`config.mk`:
```
export PLATFORM = sky130hd
export DESIGN_NAME = shift_sweep_ctrl
export DESIGN_NICKNAME = d
export VERILOG_FILES = /design/src/rtl/shift_sweep_ctrl.sv
export SDC_FILE = /design/constraint.sdc
export NUM_CORES = 1
export LEC_CHECK = 0
export ABC_AREA = 1
export CORE_UTILIZATION = 50
export DETAILED_ROUTE_END_ITERATION = 8
export GPL_TIMING_DRIVEN = 0
export PLACE_DENSITY_LB_ADDON = 0.15
export SYNTH_ARGS = -nofsm -noshare
export SYNTH_HDL_FRONTEND = slang
export SYNTH_SLANG_ARGS = --single-unit
```
`constraint.sdc`:
```
create_clock -name clk -period 2 [get_ports clk]
set_input_delay 0.2 -clock clk [delete_from_list [all_inputs] [get_ports clk]]
set_output_delay 0.2 -clock clk [all_outputs]
set_load 0.01 [all_outputs]
```
`src/rtl/shift_sweep_ctrl.sv`:
```
// Sweep controller for a pair of barrel shifters: latches an operand, steps the shift
// amount through every value with a fixed dwell, and publishes the captured results.
//
// state | meaning
// IDLE  | waiting for start; outputs hold their last captured values
// RUN   | dwelling on shift_out, capturing shifter results at the end of each dwell
// DONE  | single sweep finished; done is high for this one cycle
module shift_sweep_ctrl #(
    parameter int N           = 3,
    parameter int TICK_CYCLES = 50_000_000
) (
    input  logic              clk,
    input  logic              reset,
    input  logic              start,
    input  logic              loop_en,
    input  logic              abort,
    input  logic [2**N-1:0]   load_num,
    output logic [2**N-1:0]   num_out,
    output logic [N-1:0]      shift_out,
    input  logic [2**N-1:0]   result_left_in,
    input  logic [2**N-1:0]   result_right_in,
    output logic [2**N-1:0]   left_q,
    output logic [2**N-1:0]   right_q,
    output logic [N-1:0]      step_shift,
    output logic              step_valid,
    output logic              busy,
    output logic              done
);

    localparam int              CW        = (TICK_CYCLES > 2) ? $clog2(TICK_CYCLES) : 1;
    localparam logic [CW-1:0]   CNT_LAST  = CW'(TICK_CYCLES - 1);
    localparam logic [N-1:0]    SHIFT_MAX = '1;

    typedef enum logic [1:0] {
        IDLE = 2'd0,
        RUN  = 2'd1,
        DONE = 2'd2
    } state_t;

    state_t          state;
    logic [CW-1:0]   cnt;
    logic            loop_q;

    always_ff @(posedge clk or posedge reset) begin
        if (reset) begin
            state      <= IDLE;
            cnt        <= '0;
            loop_q     <= 1'b0;
            num_out    <= '0;
            shift_out  <= '0;
            left_q     <= '0;
            right_q    <= '0;
            step_shift <= '0;
            step_valid <= 1'b0;
            busy       <= 1'b0;
            done       <= 1'b0;
        end else begin
            step_valid <= 1'b0;
            done       <= 1'b0;
            case (state)
                IDLE: begin
                    // abort takes priority over a simultaneous start
                    if (start && !abort) begin
                        state     <= RUN;
                        busy      <= 1'b1;
                        num_out   <= load_num;
                        shift_out <= '0;
                        cnt       <= '0;
                        loop_q    <= loop_en;
                    end
                end
                RUN: begin
                    if (abort) begin
                        state <= IDLE;
                        busy  <= 1'b0;
                    end else if (cnt == CNT_LAST) begin
                        left_q     <= result_left_in;
                        right_q    <= result_right_in;
                        step_shift <= shift_out;
                        step_valid <= 1'b1;
                        cnt        <= '0;
                        if (shift_out != SHIFT_MAX) begin
                            shift_out <= shift_out + 1'b1;
                        end else if (loop_q) begin
                            shift_out <= '0;
                        end else begin
                            // shift_out deliberately holds at its maximum
                            state <= DONE;
                            busy  <= 1'b0;
                            done  <= 1'b1;
                        end
                    end else begin
                        cnt <= cnt + 1'b1;
                    end
                end
                DONE: begin
                    state <= IDLE;
                end
                default: begin
                    state <= IDLE;
                    busy  <= 1'b0;
                end
            endcase
        end
    end

endmodule

```
-- After elaboration in Yosys (flattened, before gate mapping)
Cells that the tools add are included.
- bits in registers: 62
- bits of input ports: 29
- output and inout bits: 33
- word-level logic and storage cells: 66
- add/subtract/negate cells: 2
- equal/unequal tests: 11
- mux-type cells: 30
- bitwise gates (word level): 2
- reductions and logical operators: 10
- operator list (operator ; number):
    $mux W26 ; 3
    $pmux W26 S2 ; 1
    $add A26 B1 Y26 const B ; 1
    $eq A26 B26 Y1 const B ; 1
    $mux W3 ; 5
    $ne A3 B3 Y1 const B ; 5
    $mux W1 ; 13
    $mux W2 ; 5
    $reduce_and A5 Y1 ; 2
    $ne A2 B2 Y1 const B ; 3
    $pmux W3 S2 ; 1
    $reduce_and A3 Y1 ; 2
    $pmux W2 S2 ; 1
    $reduce_and A4 Y1 ; 1
    $add A3 B1 Y3 const B ; 1
    $pmux W1 S3 ; 1
    $eq A2 B1 Y1 const B ; 1
    $eq A2 B2 Y1 const B ; 1
    $logic_not A2 Y1 ; 1
    $not A1 Y1 ; 2
    $reduce_and A2 Y1 ; 1
    $reduce_bool A2 Y1 ; 1
    $logic_and A1 B1 Y1 ; 1
    $logic_not A1 Y1 ; 1

-- Logic depth before layout (Yosys ltp)
- depth in word-level cells: 5
- gate-level depth with buffers: 11
- mapped depth without buffers: 10

-- Worst setup path before layout
Ideal clock, no wire load.
- path kind: reg-to-reg
- start: register cnt[0]
- end: register cnt[13]
- setup time: 120 ps
- arrival time: 1413 ps
- required time: 1880 ps
- path slack: 467 ps
- cell stages (with the launch flop): 10
- path through: dfrtp_1 ha_1 nand2_2 nor2_4 nand2_2 nor2_4 nand3b_4 a21oi_4 buf_6 nor2_1
- cells in the longest elaborated chain, start to end: 4
- elaborated cells between the ends (all ways): 5
- RTL lines (element ; line ; RTL):
    from (decl) ; 41 ; logic [CW-1:0] cnt;
    from (signal assigned) ; 93 ; cnt <= cnt + 1'b1;
    $add A26 B1 Y26 or $eq A26 B26 Y1 (tied branches) ; 93, 76 ;
    $mux W26 * ; 76 ; end else if (cnt == CNT_LAST) begin
    $mux W26 * ; 73 ; if (abort) begin
    $pmux W26 S2 * ; 60 ; case (state)
Every way passes the cells marked *; elsewhere a longest branch is shown, timed or not. The select of a mux whose other input is x is not followed.
A chain may end at the register's enable or synchronous reset.

-- Final worst setup path
- start: register cnt[0]
- end: register cnt[15]
Same word-level chain as after synthesis.

==> flow_metrics.py <==
metrics = {
    "run_status": {
        "outcome": "finished clean",
    },
    "setup_path": {
        "crit_fanout": 10,
        "r2r_start": "cnt[0]$_DFFE_PP0P_",
        "criticalPathCategory": "reg -> reg",
        "rr_worst_depth": 9,
        "crit_path_start_kind": "flop",
        "endpoint_kind": "flop",
        "cp.required_ns": 2.23,
        "ff2ff_setup_slack_ns": 0.16,
        "rr_endpoint": "cnt[15]$_DFFE_PP0P_",
        "worstPathArrival_ns": 2.07,
    },
    "placement": {
        "gp_congestion": 0.910,
        "io_buffers": 61,
        "placed_cells": 544,
        "hpwl_um": 5350,
        "post-place-ws_ns": 0.0803,
    },
    "cts": {
        "post-cts-setup-buffer-count": 0,
        "clockBufferDepth": 2,
        "cts_root_buf": "clkbuf_8",
        "clkLatencyLatePin_ns": 0.34,
        "tritoncts": "yes",
        "path_clk_slew_ns": 0.07,
        "ctsResizeCount": 0,
        "ctsHoldBuffers": 0,
        "cts_buffers": 9,
        "clock_sinks": 62,
        "cts_max_level": 3,
    },
    "floorplan": {
        "num_io_pins": 62,
        "core_area_um2": 6100,
        "die_h_um": 82.5,
        "row_count": 28,
        "die_x_um": 82.5,
        "initial_core_util_pct": 53.2,
        "dieArea_um2": 6810,
    },
    "pwr": {
        "pwr-share-seq_pct": 41.9,
        "p_int_mw": 2.51,
        "ir_drop_uv": 706,
        "p_clk_share_pct": 30.8,
        "p_leak_nw": 1.97,
        "power_density_nw_per_um2": 868,
        "finalPower_mw": 3.62,
        "swShare_pct": 30.6,
        "power_switching_mw": 1.11,
        "p_comb_share_pct": 27.3,
    },
    "logic_synthesis": {
        "synth_compound_area_share_pct": 2.89,
        "yosys-top-cells-area": "dfrtp_1 (48%), nand2_1 (16%), nor2_1 (6.4%)",
        "synth_largest_area_cell": "dfrtp_1",
        "yosysUniqueCellTypes": 28,
        "synth_edf_count": 0,
        "synth_top_area_share_pct": 47.9,
        "syn_nets": 439,
        "synth_xor_area_share_pct": 2.97,
        "synthAdderAreaFrac_pct": 1.16,
        "yosys-mux-area-fraction_pct": 3.13,
        "ys_ff_latch": 62,
        "synthArstFlopShare_pct": 100,
        "synth_top_family_by_area": "simple AND/OR/NAND/NOR gates",
        "synthFlopType": "dfrtp_1",
        "yosysWarnings": 0,
        "netlist_area_um2": 3240,
        "synth_cells": 407,
        "syn_area_per_cell_um2": 7.97,
        "synth-simple-area-share_pct": 35.2,
        "yosysSeqAreaShare_pct": 47.9,
    },
    "global_route": {
        "overflow": 0,
        "antenna_found_initial": 0,
        "grt_pass1_vias": 2654,
        "grt_pass1_wl_um": 11800,
        "grt_max_degree": 35,
        "track_usage_pct": 23.5,
    },
    "timing": {
        "fmax_ghz": 0.543,
        "setup_viol": 0,
        "relSlewSlack_pct": 57.3,
        "slew_violations": 0,
        "finClkSkew_ns": 0.00850,
        "hold_viol_final": 0,
        "finalCritPeriodShare_pct": 92.2,
        "tightest_slew_ns": 0.640,
        "fin_crit_ns": 1.84,
        "rsz0062_at_grt": "false",
        "setup_ws_ns": 0.157,
    },
    "detailed_routing": {
        "drtIter0Drc": 139,
        "wl_met1_um": 3340,
        "vias_per_cell": 5.14,
        "route.detailed.wl_per_inst_um": 13.0,
        "met3_length_um": 454,
        "vias": 2880,
        "drcViolationCount": 0,
        "firstDrtPassIters": 4,
        "antenna_left": 0,
        "met2_length_um": 3360,
        "wl_um": 7270,
        "top_layer": "met4",
    },
    "finish": {
        "regArea_um2": 1550,
        "nets": 512,
        "n_antenna_cell": 0,
        "utilization_pct": 68.3,
        "layout_common_cells": "nand2_1 (142), dfrtp_1 (62), clkdlybuf4s50_1 (61), nor2_1 (55), inv_1 (32)",
        "fin_cells": 560,
        "multi_input_area_um2": 1470,
        "area_growth_pct": 28.5,
        "drive_gt1_share_pct": 11.1,
        "mostFrequentLayoutCell": "nand2_1",
        "fillers": 525,
    },
    "run": {
        "max_cap_violations": 0,
    },
    "min_path": {
        "min_path_type": "in -> async",
    },
}
## metal layers
layer / track usage [%] / up-vias
met2: 37.8 / 79
met4: 8.79 / 0
met5: 0 / -
met1: 30.3 / 1362
met3: 6.15 / 10
li1: - / 1429
## area by class of cell
cell class	count	area share (%)
Clock inverter	4	1.08
Buffer	10	2.01
Timing Repair Buffer	62	15.1
Multi-Input combinational cell	299	35.3
Inverter	36	3.24
Tap cell	75	2.25
Sequential cell	62	37.2
Clock buffer	12	3.72
## registers in the layout, indices dropped and copies added, names as in the netlist
register	cells
left_q	8
loop_q	1
busy	1
done	1
step_valid	1
cnt	26
right_q	8
state	2
num_out	8
shift_out	3
step_shift	3
## cell families (layout without fill, tap and decap cells)
group                      count (synthesis)  count (layout)
muxes                                      9               9
adders and majority gates                  3               3
DFF                                       62              62
buffers and inverters                     46             124
xor gates and xnor gates                  11              11
and+or+nand+nor                          261             261
AOI/OAI and AO/OA                         15              15
## worst max-delay path by stage
| stage | to | slack [ns] | startpoint |
|---|---|---|---|
| floorplan | busy$_DFFE_PP0P_ | 0.26 | reset |
| CTS | cnt[15]$_DFFE_PP0P_ | 0.16 | cnt[0]$_DFFE_PP0P_ |
| global placement | num_out[1]$_DFFE_PP0P_ | -0.88 | reset |
| global route | cnt[13]$_DFFE_PP0P_ | 0.07 | cnt[1]$_DFFE_PP0P_ |
| detailed placement | cnt[15]$_DFFE_PP0P_ | 0.08 | abort |
| finish | cnt[15]$_DFFE_PP0P_ | 0.16 | cnt[0]$_DFFE_PP0P_ |
## power groups by stage
stage	sequential, mW	combinational [mW]	clock [mW]
after floorplan	1.58	0.504	0
after global placement	1.53	0.971	0
after detailed placement	1.54	0.996	0
after CTS	1.52	1.00	1.14
after global routing	1.54	1.09	1.18
final	1.52	0.988	1.11
## synth_stat cells (2+ instances only)
| cell type | instances |
|---|---|
| a21boi_0 | 2 |
| buf_2 | 4 |
| buf_4 | 2 |
| buf_6 | 3 |
| dfrtp_1 | 62 |
| ha_1 | 3 |
| inv_1 | 33 |
| inv_2 | 3 |
| mux2_2 | 9 |
| nand2_1 | 142 |
| nand2_2 | 4 |
| nand3_1 | 24 |
| nand4_1 | 17 |
| nor2_1 | 55 |
| nor2_2 | 3 |
| nor2_4 | 4 |
| nor3_1 | 7 |
| o21ai_0 | 10 |
| xor2_1 | 11 |
## metrics by stage
stage / instance area [um2] / TNS, ns / hold WS [ns]
6_report: 4170 / 0 / 0.267
5_1_grt: 4170 / 0 / 0.340
4_1_cts: 4170 / 0 / 0.282
3_5_place_dp: 3970 / 0 / 0.464
3_3_place_gp: 3950 / -54.30 / 0.461
2_1_floorplan: 3240 / 0 / 0.310
## worst max-delay path, cell delays in order, from the launching register on
cell	delay (ns)
dfrtp_1	0.39
ha_1	0.25
nand2_2	0.12
nor2_4	0.11
nand2_2	0.09
nor2_4	0.11
nand3b_4	0.12
a21oi_4	0.30
buf_6	0.19
nor2_1	0.06
Note: power is estimated with default switching activity, not from simulation.
